File: src/rtl/loadstore_unit.sv
// loadstore_unit: MIPS-style byte/half/word loads and stores over a word-addressed
// bus with wait states, little-endian lanes and misalignment detection.
module loadstore_unit (
    input  logic        clk,
    input  logic        rst,
    input  logic        start,
    input  logic [3:0]  op,
    input  logic [31:0] base,
    input  logic [15:0] offset,
    input  logic [31:0] rt_data,
    output logic [31:0] mem_address,
    output logic        mem_read,
    output logic        mem_write,
    output logic [3:0]  mem_byteenable,
    output logic [31:0] mem_writedata,
    input  logic [31:0] mem_readdata,
    input  logic        mem_waitrequest,
    output logic        write_enable_ld,
    output logic [31:0] write_data_ld,
    output logic [3:0]  byteenable_ld,
    output logic        busy,
    output logic        done,
    output logic        addr_error
);
    typedef enum logic [1:0] {IDLE, ACCESS, WB, FIN} state_t;

    state_t      r_state, w_next;
    logic [31:0] r_eff, r_rt, r_rdata;
    logic [3:0]  r_op;
    logic        r_err;
    logic [31:0] w_eff;
    logic        w_is_ld, w_is_st, w_mis, w_r_ld, w_r_st;
    logic [1:0]  w_k;
    logic [7:0]  w_byte;
    logic [15:0] w_half;

    assign w_eff   = base + {{16{offset[15]}}, offset};
    assign w_is_ld = op <= 4'd6;
    assign w_is_st = op == 4'd8 || op == 4'd9 || op == 4'd11;
    assign w_mis   = ((op == 4'd1 || op == 4'd5 || op == 4'd9) && w_eff[0]) ||
                     ((op == 4'd3 || op == 4'd11) && w_eff[1:0] != 2'd0);
    assign w_r_ld  = r_op <= 4'd6;
    assign w_r_st  = r_op == 4'd8 || r_op == 4'd9 || r_op == 4'd11;
    assign w_k     = r_eff[1:0];
    assign w_byte  = w_k == 2'd0 ? r_rdata[7:0] : w_k == 2'd1 ? r_rdata[15:8] :
                     w_k == 2'd2 ? r_rdata[23:16] : r_rdata[31:24];
    assign w_half  = w_k[1] ? r_rdata[31:16] : r_rdata[15:0];

    always_ff @(posedge clk) begin
        if (rst) begin
            r_state <= IDLE;
            r_eff   <= '0;
            r_op    <= '0;
            r_rt    <= '0;
            r_rdata <= '0;
            r_err   <= 1'b0;
        end else begin
            r_state <= w_next;
            if (r_state == IDLE && start) begin
                r_eff <= w_eff;
                r_op  <= op;
                r_rt  <= rt_data;
                r_err <= w_mis;
            end
            if (r_state == ACCESS && !mem_waitrequest)
                r_rdata <= mem_readdata;
        end
    end

    always_comb begin
        w_next = r_state;
        case (r_state)
            IDLE:    if (start) w_next = (w_mis || !(w_is_ld || w_is_st)) ? FIN : ACCESS;
            ACCESS:  if (!mem_waitrequest) w_next = w_r_ld ? WB : FIN;
            default: w_next = IDLE;
        endcase
    end

    // Bus side is only live in ACCESS so address/data read 0 whenever idle or reset.
    always_comb begin
        busy            = r_state != IDLE;
        done            = r_state == WB || r_state == FIN;
        addr_error      = r_state == FIN && r_err;
        write_enable_ld = r_state == WB;
        mem_read        = r_state == ACCESS && w_r_ld;
        mem_write       = r_state == ACCESS && w_r_st;
        mem_address     = r_state == ACCESS ? {r_eff[31:2], 2'b00} : 32'd0;
        mem_byteenable  = r_state != ACCESS ? 4'b0000 :
                          r_op == 4'd8 ? 4'b0001 << w_k :
                          r_op == 4'd9 ? (w_k[1] ? 4'b1100 : 4'b0011) : 4'b1111;
        mem_writedata   = !mem_write ? 32'd0 :
                          r_op == 4'd8 ? {4{r_rt[7:0]}} :
                          r_op == 4'd9 ? {2{r_rt[15:0]}} : r_rt;
        byteenable_ld   = r_state != WB ? 4'b0000 :
                          r_op == 4'd2 ? 4'b1111 << ~w_k :
                          r_op == 4'd6 ? 4'b1111 >> w_k : 4'b1111;
        write_data_ld   = '0;
        if (r_state == WB) begin
            case (r_op)
                4'd0:    write_data_ld = {{24{w_byte[7]}}, w_byte};
                4'd4:    write_data_ld = {24'd0, w_byte};
                4'd1:    write_data_ld = {{16{w_half[15]}}, w_half};
                4'd5:    write_data_ld = {16'd0, w_half};
                4'd2:    write_data_ld = r_rdata << {~w_k, 3'b000};
                4'd6:    write_data_ld = r_rdata >> {w_k, 3'b000};
                default: write_data_ld = r_rdata;
            endcase
        end
    end
endmodule
File: config.mk
export PLATFORM = sky130hd
export DESIGN_NAME = loadstore_unit
export DESIGN_NICKNAME = d
export VERILOG_FILES = /design/src/rtl/loadstore_unit.sv
export SDC_FILE = /design/constraint.sdc
export NUM_CORES = 1
export LEC_CHECK = 0
export ABC_CLOCK_PERIOD_IN_PS = 2250
export BUFFER_PORTS_ARGS = -buffer_cell sky130_fd_sc_hd__buf_2
export CELL_PAD_IN_SITES_DETAIL_PLACEMENT = 1
export CELL_PAD_IN_SITES_GLOBAL_PLACEMENT = 1
export CORE_MARGIN = 5
export CORE_UTILIZATION = 33
export CTS_CLUSTER_SIZE = 12
export DETAILED_ROUTE_END_ITERATION = 7
export MAX_ROUTING_LAYER = met4
export PLACE_DENSITY_LB_ADDON = 0.1
export SLEW_MARGIN = 20
export SYNTH_ARGS = -nofsm -noshare
export SYNTH_HDL_FRONTEND = slang
export SYNTH_SLANG_ARGS = --single-unit
File: constraint.sdc
create_clock -name clk -period 2.25 [get_ports clk]
set_input_delay 0.1125 -clock clk [delete_from_list [all_inputs] [get_ports clk]]
set_output_delay 0.1125 -clock clk [all_outputs]
set_load 0.05 [all_outputs]
* Word-level counts from Yosys, hierarchy flattened
Cells that the tools add are included.
** Operators by class
- Add/subtract/negate cells :: 1
- Multipliers :: 0
- Div/mod/pow operators :: 0
- Magnitude comparators :: 2
- Equality and inequality tests :: 23
- Shift-type cells :: 5
- Multiplexer cells :: 22
- Bitwise gates (word level) :: 1
- Reduce and logical (&&, ||, !) cells :: 26
** Operator list (number)
- case mux 32 bit (6 select lines) :: 1
- two-way mux 32 bit :: 5
- adder 32 bit :: 1
- left shift 32 x 5 -> 32 bit :: 1
- >> shifter 32 x 5 -> 32 bit :: 1
- two-way mux 4 bit :: 7
- == test 4 bit, second input constant :: 6
- two-way mux 8 bit :: 3
- == test 4 x 3 -> 1 bit, second input constant :: 4
- two-way mux 16 bit :: 1
- logical OR 1 bit :: 11
- == test 4 x 1 -> 1 bit, second input constant :: 2
- == test 4 x 2 -> 1 bit, second input constant :: 2
- less-or-equal comparator 4 x 3 -> 1 bit, second input constant :: 2
- logical AND 1 bit :: 7
- == test 2 bit, second input constant :: 3
- two-way mux 2 bit :: 3
- inequality test 2 bit, second input constant :: 3
- == test 2 x 1 -> 1 bit, second input constant :: 2
- zero test 2 bit :: 2
- zero test 4 bit :: 1
- case mux 2 bit (2 select lines) :: 1
- nonzero test 2 bit :: 2
- left shift 1 x 2 -> 4 bit, first input constant :: 1
- other kinds (7) :: 8
** Word-level totals
- Register bits :: 103
- Bits in latches :: 0
- Memory bits (writable) :: 0
- Memory bits (read-only) :: 0
- Input bits :: 120
- Output and inout port bits :: 110
- Word-level logic and storage cells :: 86
- Memories kept :: 0

* Longest topological paths before layout
- Depth in word-level cells :: 9
- Mapped depth :: 11

* Worst setup path after synthesis
Ideal clock, no wire load.
- Path kind :: register to output
- From :: register r_op[3]
- To :: output port mem_writedata[30]
- Data arrival time :: 2.659 ns
- Path slack :: -0.521 ns
- Stages on the path, launching flop included :: 7
- Path buffers :: 3
- Path through :: dfxtp_1 -> clkbuf_1 -> and2_1 -> clkbuf_1 -> buf_1 -> nor2_1 -> a211oi_1
** Between the ends
- Cells in the longest elaborated chain, start to end :: 5
** RTL lines
- start, declared :: line 29 : logic [3:0] r_op;
- start signal, assigned :: line 61 : r_op <= op;
- == test 4 bit, on equally long branches :: line 43, 92, 93
- logical OR 1 bit (2 in a row) :: line 43 : assign w_r_st = r_op == 4'd8 || r_op == 4'd9 || r_op == 4'd11;
- logical AND 1 bit :: line 86 : mem_write = r_state == ACCESS && w_r_st;
- two-way mux 32 bit (*) :: line 91 : mem_writedata = !mem_write ? 32'd0 :
- end, declared :: line 15 : output logic [31:0] mem_writedata,
Mark *: on every way between the ends. The rest lies on a longest branch, timed or not.

* Final worst setup path
- From :: register r_eff[0]
- To :: output port write_data_ld[30]
** Between the ends
- Cells in the longest elaborated chain, start to end :: 6
** RTL lines
- start, declared :: line 28 : logic [31:0] r_eff, r_rt, r_rdata;
- start signal, assigned :: line 60 : r_eff <= w_eff;
- branches (longest 4 deep; another with left shift 32 x 5 -> 32 bit)
- case mux 32 bit (6 select lines) (*) :: line 99 : case (r_op)
- two-way mux 32 bit (*) :: line 98 : if (r_state == WB) begin
- end, declared :: line 19 : output logic [31:0] write_data_ld,
Every way passes the cells marked *.

==> results.sh <==
export IMPL_status="complete, but fails checks"
export IMPL_failed_checks="setup timing"
export IMPL_design_area_um2=12000
export IMPL_detail_route_antenna_nets=0
export IMPL_synth_edff_count=0
export IMPL_ys_seq_area_share_pct=26.9
export IMPL_gr_total_overflow=0
export IMPL_max_cap_violations=0
export IMPL_synth_most_common_cell="nand2_1"
export IMPL_dr_pass1_iters=5
export IMPL_required_ns=2.14
export IMPL_io_buffers=227
export IMPL_nFillCells=2896
export IMPL_synth_ff_type="dfxtp_1"
export IMPL_worst_setup_path_end_kind="output port"
export IMPL_rows=55
export IMPL_htreeDepth=3
export IMPL_yosysTopAreaCellShare_pct=26.9
export IMPL_layout_min_cycle_time_ns=2.69
export IMPL_cts_tree="yes"
export IMPL_wirelength_um=34900
export IMPL_clkTransAtPathRegs_ns=0.08
export IMPL_timing_final_crit_share_pct=119
export IMPL_grt_max_degree=85
export IMPL_grt_pass1_vias=9807
export IMPL_place_area_um2=10400
export IMPL_cts_sinks=103
export IMPL_clkLatencyLatePin_ns=0.36
export IMPL_critical_path_class="reg2out"
export IMPL_dieWidth_um=162
export IMPL_syn_avg_cell_area_um2=6.92
export IMPL_final_nets=1643
export IMPL_place_inst=1720
export IMPL_report_final_slew_viol_count=0
export IMPL_initial_core_util_pct=33.6
export IMPL_clock_path_buffers=2
export IMPL_core_area_um2=22800
export IMPL_antenna_found_initial=4
export IMPL_ys_ff_latch=103
export IMPL_grt_first_pass_wirelength_um=52900
export IMPL_syn_inst=1108
export IMPL_critical_path_max_fanout=8
export IMPL_setup_tns_ns=-7.74
export IMPL_drive_above_1_share_pct=37.3
export IMPL_finClkSkew_ns=0.00901
export IMPL_drc=0
export IMPL_ff_latch_area_um2=2070
export IMPL_ir_drop_v=0.000326
export IMPL_powerDensity_nw_per_um2=516
export IMPL_p_leak_uw=0.00518
export IMPL_p_total_uw=6170
export IMPL_pin_count=230
export IMPL_syn_cell_area_um2=7660
export IMPL_multi_input_area_um2=5870
export IMPL_synth_warnings=0
export IMPL_routabilityCongestion=0.908
export IMPL_ys_types=63
export IMPL_viasPerCell=5.31
export IMPL_setup_slack_ns=-0.438
export IMPL_async_reset_ff_share_pct=0
export IMPL_vias=9623
export IMPL_numCtsBuffers=9
export IMPL_track_usage_pct=25.7
export IMPL_wl_per_cell_um=19.2
export IMPL_drtIter0Drc=492
export IMPL_arrival_ns=2.58
export IMPL_die_area_um2=26400
export IMPL_setup_viol=31
export IMPL_hpwlAfterDp_um=25600
export IMPL_synthTopCellsByArea="dfxtp_1 (27%), nand2_1 (14%), a21oi_1 (12%), ha_1 (5.1%), and2_1 (3.6%)"
export IMPL_synth_top_area_cell="dfxtp_1"
export IMPL_clock_fmax_ghz=0.372
export IMPL_critPathLaunchType="flop"
export IMPL_syn_to_final_growth_pct=56.1
export IMPL_final_cells=1813
export IMPL_slew_headroom_pct=35.2
export IMPL_cts_root_buf="clkbuf_16"
export IMPL_tightestPinTransition_ns=0.968
export IMPL_hold_path_class="in2reg"
export IMPL_holdWs_ns=0.0126
export IMPL_die_h_um=162
export IMPL_netlist_top_cells_count="nand2_1 (294), a21oi_1 (181), dfxtp_1 (103), nor2_1 (71), clkbuf_1 (60)"
export IMPL_finalHoldViolCount=0
export IMPL_rsz0062_at_grt="yes"
worst max-delay path, cell delays in order, from the launching register on:
cell	delay [ns]
dfxtp_2	0.36
mux4_2	0.55
and3_4	0.20
a211o_4	0.33
a21oi_1	0.25
nand2_1	0.11
a21oi_2	0.20
nor2_4	0.04
buf_4	0.19
cells in the final DEF, fill, tap and decap left out, types with 6 or more instances in the layout:
cell type	synthesis	routed
a211oi_2	0	8
a21o_1	15	14
a21oi_1	181	130
a21oi_2	0	35
a21oi_4	0	16
a221o_1	11	11
a22o_1	15	15
a22oi_1	10	6
and2_1	44	43
and3_1	6	6
buf_2	5	196
buf_4	2	142
buf_6	2	42
clkbuf_16	0	10
dfxtp_1	103	100
dlygate4sd3_1	0	54
ha_1	31	31
inv_1	13	13
mux2_2	9	9
mux2i_1	12	12
mux4_2	7	8
nand2_1	294	279
nand2_2	0	11
nand2b_1	8	6
nand3_1	9	9
nand4_1	9	9
nor2_1	71	60
nor2_2	0	10
nor3_1	6	6
o211ai_1	6	6
o21a_1	8	8
o21ai_0	54	34
o21ai_1	5	9
o21ai_2	0	16
o22ai_1	13	12
xnor2_1	10	10
xor2_1	9	9
per-layer routing:
layer  routed length, um  track usage [%]  up-vias
met2               17400             44.0      271
met4                1160             9.61        0
met3                1610             3.37       55
met5                   0                -        -
met1               14700             30.9     4624
li1                    -                -     4673
repair_timing:
item / in CTS / in global routing
buffers inserted: 9 / 11
gates cloned: 2 / 0
resized for setup: 86 / 102
pin swaps: 8 / 37
hold buffers: 54 / 0
endpoints found under the hold margin: 54 / 0
setup endpoints to repair: 41 / 37
cells by family (layout without fill, tap and decap cells):
group / after synthesis / after routing / share of synthesized area, %
simple gates: 467 / 467 / 26.3
fa+ha+maj: 32 / 32 / 5.32
compound gates: 369 / 370 / 29.2
xor+xnor: 19 / 19 / 2.17
mux: 29 / 29 / 5.29
other cells: 1 / 6 / 0.0489
buf+inv: 88 / 474 / 4.69
flops: 103 / 103 / 26.9
layout make-up:
class	count	share of cell area (%)
Clock inverter	5	0.429
Tap cell	313	3.27
Timing Repair Buffer	445	27.4
Sequential cell	103	17.3
Antenna cell	4	0.0837
Multi-Input combinational cell	919	49.0
Inverter	13	0.408
Clock buffer	11	2.11
report_power, final:
| group | internal [uW] | leakage (uW) | switching [uW] |
|---|---|---|---|
| combinational | 997 | 0.00419 | 1420 |
| sequential | 1960 | 0.000844 | 131 |
| clock | 835 | 0.000149 | 827 |
| total | 3800 | 0.00518 | 2380 |
path summary, 6_finish.rpt:
| path | end | depth (start not counted) | slack (ns) | start |
|---|---|---|---|---|
| max | write_data_ld[30] | 8 | -0.44 | r_eff[0] |
| min | r_rdata[7] | 3 | 0.01 | mem_readdata[7] |
| max reg2reg | r_eff[14] | 5 | 0.23 | r_state[0] |
| min reg2reg | r_eff[22] | 2 | 0.45 | r_eff[22] |
through the flow:
stage | setup slack [ns] | utilization [%]
CTS | -0.451 | 50.6
global placement | -0.314 | 45.5
global route | -0.486 | 52.5
floorplan | -0.0799 | -
detailed placement | -0.330 | 45.5
finish | -0.438 | 52.5
state kept, by name (all words and copies together), names as in the netlist:
signal   cells
r_rt        32
r_op         4
r_eff       32
r_state      2
r_err        1
r_rdata     32
No activity file was read; power rests on OpenSTA's default activity.
